File: src/rtl/mult_div_unit.sv
`default_nettype none
// ============================================================================
// Module   : mult_div_unit
// Purpose  : Iterative multiply/divide unit. One bit per cycle: shift-add for
//            multiply, restoring shift-subtract for divide. DATA_WIDTH cycles
//            in RUN, then a one-cycle DONE that updates hi/lo.
// Ports    : clk, reset (async, active-high)
//            start, op[1:0] (00 MULTU, 01 MULT, 10 DIVU, 11 DIV)
//            operand_a / operand_b : multiplicand/multiplier or dividend/divisor
//            busy, done, div_zero  : status; done/div_zero are one-cycle pulses
//            hi / lo               : product halves, or remainder / quotient
// Config   : `define MULT_DIV_DIVIDE_EN to include the divider datapath and
//            ops 10/11. Without it, divide requests are ignored and div_zero
//            is tied to 0.
// Revision : 1.0 - initial release
// ============================================================================
module mult_div_unit #(
  parameter int DATA_WIDTH = 32
) (
  input  logic                  clk,
  input  logic                  reset,
  input  logic                  start,
  input  logic [1:0]            op,
  input  logic [DATA_WIDTH-1:0] operand_a,
  input  logic [DATA_WIDTH-1:0] operand_b,
  output logic                  busy,
  output logic                  done,
  output logic                  div_zero,
  output logic [DATA_WIDTH-1:0] hi,
  output logic [DATA_WIDTH-1:0] lo
);

  localparam int W     = DATA_WIDTH;
  localparam int CNT_W = (W > 1) ? $clog2(W) : 1;
  localparam logic [CNT_W-1:0] C_LAST = CNT_W'(W - 1);

  typedef enum logic [1:0] {
    S_IDLE = 2'd0,
    S_RUN  = 2'd1,
    S_DONE = 2'd2
  } state_t;

  state_t           r_state, w_state_next;
  logic [CNT_W-1:0] r_cnt;
  logic [W-1:0]     r_m;      // multiplicand or divisor magnitude
  logic [2*W-1:0]   r_p;      // {acc, multiplier} or {remainder, dividend/quotient}
  logic             r_neg_lo; // negate product / quotient at completion
  logic [W-1:0]     r_hi, r_lo;

  logic             w_op_ok, w_accept, w_last;
  logic             w_a_neg, w_b_neg;
  logic [W-1:0]     w_a_mag, w_b_mag;
  logic [W:0]       w_sum;
  logic [2*W-1:0]   w_mul_step, w_p_step, w_mul_res;

`ifdef MULT_DIV_DIVIDE_EN
  logic             r_is_div, r_neg_hi, r_b_zero, r_dz;
  logic [W:0]       w_rem_sh, w_diff;
  logic [2*W-1:0]   w_div_step;
  logic [W-1:0]     w_q, w_r;
  assign w_op_ok = 1'b1;
`else
  assign w_op_ok = ~op[1];
`endif

  // start is honoured only outside RUN and only for an implemented op
  assign w_accept = start && (r_state != S_RUN) && w_op_ok;
  assign w_last   = (r_cnt == C_LAST);

  // Signed ops work on magnitudes; sign is re-applied at completion
  assign w_a_neg = op[0] & operand_a[W-1];
  assign w_b_neg = op[0] & operand_b[W-1];
  assign w_a_mag = w_a_neg ? -operand_a : operand_a;
  assign w_b_mag = w_b_neg ? -operand_b : operand_b;

  // Shift-add: add multiplicand into the upper half when the current
  // multiplier bit is set, then shift the whole register right by one.
  assign w_sum      = {1'b0, r_p[2*W-1:W]} + (r_p[0] ? {1'b0, r_m} : {(W+1){1'b0}});
  assign w_mul_step = {w_sum, r_p[W-1:1]};
  assign w_mul_res  = r_neg_lo ? -w_p_step : w_p_step;

`ifdef MULT_DIV_DIVIDE_EN
  // Restoring step: shift next dividend bit into the remainder, try to
  // subtract the divisor, keep the difference only when it did not borrow.
  assign w_rem_sh   = r_p[2*W-1:W-1];
  assign w_diff     = w_rem_sh - {1'b0, r_m};
  assign w_div_step = w_diff[W] ? {w_rem_sh[W-1:0], r_p[W-2:0], 1'b0}
                                : {w_diff[W-1:0],   r_p[W-2:0], 1'b1};
  assign w_p_step   = r_is_div ? w_div_step : w_mul_step;
  assign w_q        = w_p_step[W-1:0];
  assign w_r        = w_p_step[2*W-1:W];
`else
  assign w_p_step   = w_mul_step;
`endif

  // FSM state register
  always_ff @(posedge clk or posedge reset) begin
    if (reset) r_state <= S_IDLE;
    else       r_state <= w_state_next;
  end

  // FSM next state
  always_comb begin
    w_state_next = r_state;
    case (r_state)
      S_IDLE:  if (w_accept) w_state_next = S_RUN;
      S_RUN:   if (w_last)   w_state_next = S_DONE;
      S_DONE:  w_state_next = w_accept ? S_RUN : S_IDLE;
      default: w_state_next = S_IDLE;
    endcase
  end

  // Datapath
  always_ff @(posedge clk or posedge reset) begin
    if (reset) begin
      r_cnt    <= '0;
      r_m      <= '0;
      r_p      <= '0;
      r_neg_lo <= 1'b0;
      r_hi     <= '0;
      r_lo     <= '0;
`ifdef MULT_DIV_DIVIDE_EN
      r_is_div <= 1'b0;
      r_neg_hi <= 1'b0;
      r_b_zero <= 1'b0;
      r_dz     <= 1'b0;
`endif
    end else if (w_accept) begin
      r_cnt    <= '0;
      r_neg_lo <= w_a_neg ^ w_b_neg;
`ifdef MULT_DIV_DIVIDE_EN
      r_is_div <= op[1];
      r_neg_hi <= w_a_neg;
      r_b_zero <= (operand_b == '0);
      r_m      <= op[1] ? w_b_mag : w_a_mag;
      r_p      <= op[1] ? {{W{1'b0}}, w_a_mag} : {{W{1'b0}}, w_b_mag};
`else
      r_m      <= w_a_mag;
      r_p      <= {{W{1'b0}}, w_b_mag};
`endif
    end else if (r_state == S_RUN) begin
      r_p   <= w_p_step;
      r_cnt <= r_cnt + 1'b1;
      if (w_last) begin
`ifdef MULT_DIV_DIVIDE_EN
        if (r_is_div) begin
          // A zero divisor already leaves the dividend in the remainder;
          // only the quotient needs forcing to all ones.
          r_lo <= r_b_zero ? {W{1'b1}} : (r_neg_lo ? -w_q : w_q);
          r_hi <= r_neg_hi ? -w_r : w_r;
        end else begin
          r_lo <= w_mul_res[W-1:0];
          r_hi <= w_mul_res[2*W-1:W];
        end
        r_dz <= r_is_div & r_b_zero;
`else
        r_lo <= w_mul_res[W-1:0];
        r_hi <= w_mul_res[2*W-1:W];
`endif
      end
    end
  end

  assign busy = (r_state == S_RUN);
  assign done = (r_state == S_DONE);
  assign hi   = r_hi;
  assign lo   = r_lo;
`ifdef MULT_DIV_DIVIDE_EN
  assign div_zero = r_dz & done;
`else
  assign div_zero = 1'b0;
`endif

endmodule
`default_nettype wire

File: config.mk
export PLATFORM = sky130hd
export DESIGN_NAME = mult_div_unit
export DESIGN_NICKNAME = d
export VERILOG_FILES = /design/src/rtl/mult_div_unit.sv
export SDC_FILE = /design/constraint.sdc
export NUM_CORES = 1
export LEC_CHECK = 0
export BUFFER_PORTS_ARGS = -buffer_cell sky130_fd_sc_hd__buf_2
export CAP_MARGIN = 10
export CORE_MARGIN = 8
export CORE_UTILIZATION = 41
export DETAILED_ROUTE_END_ITERATION = 16
export GPL_ROUTABILITY_DRIVEN = 1
export HOLD_SLACK_MARGIN = 0.03
export PLACE_DENSITY = 0.65
export SETUP_SLACK_MARGIN = 0.15
export SLEW_MARGIN = 20
export SYNTH_ARGS = -nofsm -noshare
export SYNTH_HDL_FRONTEND = slang
export SYNTH_SLANG_ARGS = --single-unit
File: constraint.sdc
create_clock -name clk -period 5.5 [get_ports clk]
set_input_delay 0.275 -clock clk [delete_from_list [all_inputs] [get_ports clk]]
set_output_delay 0.275 -clock clk [all_outputs]
set_load 0.02 [all_outputs]
# --- Word level (Yosys, flattened, before mapping) ---
# Cells that the tools add are included.
op_classes:
  n_bitwise: 5
  n_addsub: 5
  mux: 12
  n_reduce_logical: 6
  n_eq_ne: 6
ops:
  columns: ["op", "count"]
  rows:
  - ["$mux W64", 3]
  - ["$mux W32", 3]
  - ["$neg A32 Y32", 2]
  - ["$neg A64 Y64", 1]
  - ["$add A32 B32 Y33", 1]
  - ["$mux W5", 2]
  - ["$pmux W2 S3", 1]
  - ["$add A5 B1 Y5 const B", 1]
  - ["$eq A5 B5 Y1 const B", 1]
  - ["$mux W2", 2]
  - ["$ne A2 B1 Y1 const B", 2]
  - ["$reduce_and A3 Y1", 1]
  - ["$and A1 B1 Y1", 2]
  - ["$eq A2 B1 Y1 const B", 1]
  - ["$eq A2 B2 Y1 const B", 1]
  - ["$logic_and A1 B1 Y1", 2]
  - ["$logic_not A2 Y1", 1]
  - ["$ne A2 B2 Y1 const B", 1]
  - ["$not A1 Y1", 2]
  - ["$reduce_and A2 Y1", 1]
  - ["$reduce_bool A2 Y1", 1]
  - ["$mux W1", 1]
  - ["$xor A1 B1 Y1", 1]
word_totals:
  out_inout_bits: 67
  regBits: 168
  inputBits: 69
  word_cells: 41

# --- Depth between registers and ports, before layout ---
depth:
  depth_word: 5
  depth_mapped: 15
  ltp_nobuf: 13

# --- Worst setup path before layout ---
# No wires, ideal clock.
synth_path:
  path_type: "register to register"
  from: "register r_p[0]"
  to: "register r_hi[29] (netlist: hi[29])"
  path_stages_with_launch: 15
  arrival_ns: 3.599
  path_buffers: 1
  slack_ns: 1.778
  required_ns: 5.377
  setup_ns: 0.123
  period_less_slack_ns: 3.722
  cell_sequence: "dfrtp_1 -> clkbuf_1 -> and2_1 -> ha_1 -> fa_1 -> a21oi_1 -> o21ai_2 -> a221oi_4 -> o21bai_1 -> xor2_1 -> a211oi_2 -> nand4_2 -> o41ai_2 -> xor2_1 -> o21ai_1"
synth_between:
  elab_chain_cells: 4
synth_rtl:
  columns: ["element", "line", "rtl"]
  rows:
  - ["start: declaration", "46", "logic [2*W-1:0] r_p;"]
  - ["start signal: assignment", "139", "r_p <= {{W{1'b0}}, w_b_mag};"]
  - ["start signal: assignment", "142", "r_p <= w_p_step;"]
  - ["$mux W32 (*)", "78", "assign w_sum = {1'b0, r_p[2*W-1:W]} + (r_p[0] ? {1'b0, r_m} : {(W+1){1'b0}});"]
  - ["$add A32 B32 Y33 (*)", "78", null]
  - ["$neg A64 Y64", "80", "assign w_mul_res = r_neg_lo ? -w_p_step : w_p_step;"]
  - ["$mux W64 (*)", "80", null]
  - ["end signal: assignment", "158", "r_hi <= w_mul_res[2*W-1:W];"]
  - ["end: declaration", "48", "logic [W-1:0] r_hi, r_lo;"]
# Every way passes the cells marked *; elsewhere a longest branch is shown, timed or not.
# A chain may end at the register's enable or synchronous reset.

# --- Final worst setup path ---
layout_path:
  from: "register r_p[0]"
  to: "register r_hi[31] (netlist: hi[31])"
# The elaborated chain is that of the path after synthesis.

==> out/metrics.cfg <==
[outcome]
status = finished, violations left
violations = hold timing

[setup_path]
start_kind = flop
critPathArrivalTime_ns = 4.75
rr_startpoint = r_p[0]$_DFFE_PP0P_
path_class = reg2reg
cp-end-kind = flop
path_max_fanout = 33
r2r-end = hi[31]$_DFFE_PP0P_
required_ns = 5.81
r2r_slack_ns = 1.05
worstRegToRegCells = 13

[synth]
synth_top_area_share_pct = 37.1
synth_cell_type_count = 83
synth_enable_flop_cells = 0
seq_area_frac_synth_pct = 37.1
ys_async_sr_fraction_pct = 100
synth_top_cell_by_area = dfrtp_1
syn_inst = 1338
syn_area_um2 = 11300
yosysWarnings = 0
synth_flop_cell = dfrtp_1
avgSynthCellArea_um2 = 8.46
synth_seq_cells = 168
ys_top_cells_by_area = dfrtp_1 (37%), o21ai_0 (8.7%), xor2_1 (7.3%)
syn_nets = 1445

[floorplan]
die_w_um = 182
die_area_um2 = 33200
io_pins = 136
initial_utilization_pct = 41.2
rows = 61
core_area_um2 = 27500
fp.dieH_um = 182

[clocking]
cts_resized = 0
htreeDepth = 4
cts_sinks = 168
cts_tree = done
cts_root_buf = clkbuf_16
clockBufferDepth = 2
cts_setup_buffers = 0
worstSkewPairLatency_ns = 0.44
path_clk_slew_ns = 0.07
ctsHoldBuffers = 0
cts-buffers-inserted = 17

[hold_path]
min_path_type = in2async

[placement]
pre_cts_ws_ns = 1.03
dp_hpwl_um = 22600
dpl.cell_count = 1743
place.gp.congestion = 0.943
numPortBuffers = 134

[drt]
vias = 9834
avgViaCountPerCell = 5.54
m1WireLength_um = 14500
route.met3.wl_um = 1230
dr.pass1.iters = 5
post_drt_wl_per_cell_um = 17.1
drtIter0Drc = 589
wl_um = 30400
dr.max_layer_used = met4
dr_wl_met2_um = 14000
ant_nets = 0
route.detailed.drc = 0

[sta]
fin_ws_ns = 1.05
grt_setup_unrepaired = false
fin_hold_ws_ns = -0.00182
finalCriticalPeriod_ns = 4.45
hold_viol = 9
worst_pin_slew_ns = 1.01
fmax_mhz = 225
maxSlewViolCount = 0
fin_skew_ns = 0.0191
min_period_over_period_pct = 80.9
setup_viol = 0
setup_tns_ns = 0
relSlewSlack_pct = 32.3

[power_and_ir_drop]
p_switching_mw = 3.03
vdd_drop_max_mv = 0.252
p_clk_share_pct = 18.5
pwr-share-seq_pct = 31.2
p_leak_nw = 5.55
p_comb_share_pct = 50.3
fin_total_pwr_mw = 6.56
power_density_nw_per_um2 = 516
p_sw_share_pct = 46.2
intPower_mw = 3.53

[cells_and_area]
final_nets = 1523
area_growth_pct = 12.2
drive_gt1_share_pct = 15.3
fin_util_pct = 46.3
fin_cells = 1776

[global_route]
grt_start_max_net_pins = 130
antenna_found_initial = 1
grt_pass1_vias = 9763
grt_usage_pct = 18.2
grt_pass1_wl_um = 49800
gr-total-overflow = 0

[flow_run]
drv_cap = 0

-- worst max path at each step --
stage / slack [ns] / startpoint / cells past startpoint / end
floorplan: 0.68 / reset / 1 / hi[0]$_DFFE_PP0P_
global placement: 1.13 / r_p[0]$_DFFE_PP0P_ / 13 / hi[29]$_DFFE_PP0P_
detailed placement: 1.03 / r_p[0]$_DFFE_PP0P_ / 13 / hi[29]$_DFFE_PP0P_
CTS: 1.01 / r_p[0]$_DFFE_PP0P_ / 13 / hi[29]$_DFFE_PP0P_
global route: 0.66 / r_p[0]$_DFFE_PP0P_ / 13 / hi[29]$_DFFE_PP0P_
finish: 1.05 / r_p[0]$_DFFE_PP0P_ / 13 / hi[31]$_DFFE_PP0P_
-- cell usage in the layout, fill, tap and decap left out, types with 5 or more instances in the layout --
cell / instances
nand2_1: 219
o21ai_0: 196
dfrtp_1: 167
buf_2: 134
xor2_1: 95
a21oi_1: 83
nor2_1: 62
and2_1: 43
xnor2_1: 38
ha_1: 37
o31ai_1: 25
a22o_1: 22
nand3_1: 20
nor4_1: 19
inv_1: 17
o41ai_1: 17
clkbuf_16: 17
nor3_1: 13
o211ai_1: 11
or3_1: 11
nand2b_1: 10
or4_1: 10
nand4_1: 10
o21bai_1: 9
nand3b_1: 6
a21o_1: 6
mux2i_1: 6
or2_2: 6
and3_1: 5
a211oi_1: 5
o21ai_1: 5
inv_6: 5
-- sequential cells by signal (all words and copies together), names as in the netlist --
register and count:
r_neg_lo 1, hi 32, r_m 32, r_p 64, r_state 2, r_cnt 5, lo 32
-- power by group through the flow --
stage / clock, mW / combinational [mW] / sequential [mW]
2_1_floorplan: 0 / 2.55 / 1.91
3_3_place_gp: 0 / 3.23 / 2.06
3_5_place_dp: 0 / 3.27 / 2.06
4_1_cts: 1.24 / 3.28 / 2.05
5_1_grt: 1.29 / 3.66 / 2.11
6_report: 1.22 / 3.30 / 2.05
-- worst max-delay path, stage by stage, from the launching register on --
cell and delay [ns]:
dfrtp_1 0.66, and2_1 0.28, ha_1 0.21, fa_1 0.41, a21oi_1 0.28, o21ai_2 0.18, a221oi_4 0.42, o21bai_1 0.14
xor2_1 0.20, a211oi_2 0.47, nand4_2 0.31, nor4_1 0.49, a211o_1 0.19, nand3_1 0.06
-- synth_stat cells (11+ instances only) --
cell type,n
dfrtp_1,168
a21oi_1,83
nand3_1,20
o21ai_0,196
nor2_1,63
nor3_1,13
clkbuf_1,59
a22o_1,22
o41ai_1,17
inv_1,19
nand2_1,221
or3_1,11
nand2b_1,11
o211ai_1,11
o31ai_1,25
xnor2_1,38
ha_1,37
nor4_1,19
xor2_1,95
and2_1,43
-- logic make-up (layout without fill, tap and decap cells) --
family / after synthesis / in the layout / synth area share [%]
fa+ha+maj: 38 / 38 / 4.26
flops: 168 / 168 / 37.1
xor+xnor: 134 / 134 / 10.4
compound gates: 425 / 425 / 23.3
mux: 6 / 6 / 0.530
simple gates: 468 / 468 / 20.3
other cells: 1 / 2 / 0.0331
buf+inv: 98 / 189 / 3.99
-- area by class of cell --
type                    count  area (um2)
fillers                  2714       14800
well taps                 346         433
flip-flops and latches    168        4210
multi-input cells        1072        6700
clock buffers              19         453
clock inverters            13         134
repair buffers            138         701
diodes                      1        2.50
inverters                  19        78.8
-- stage by stage --
step	area [um2]	hold WS, ns
global placement	12100	0.456
floorplan	11300	0.411
CTS	12700	0.132
finish	12700	-0.00182
detailed placement	12100	0.465
global route	12700	0.0474
-- metal layers --
layer  global-route usage [%]  vias to the layer above
met3                     3.42                       37
li1                         -                     4934
met1                     24.1                     4645
met5                        0                        -
met4                     6.66                        0
met2                     29.3                      218
No activity file was read; power rests on OpenSTA's default activity.
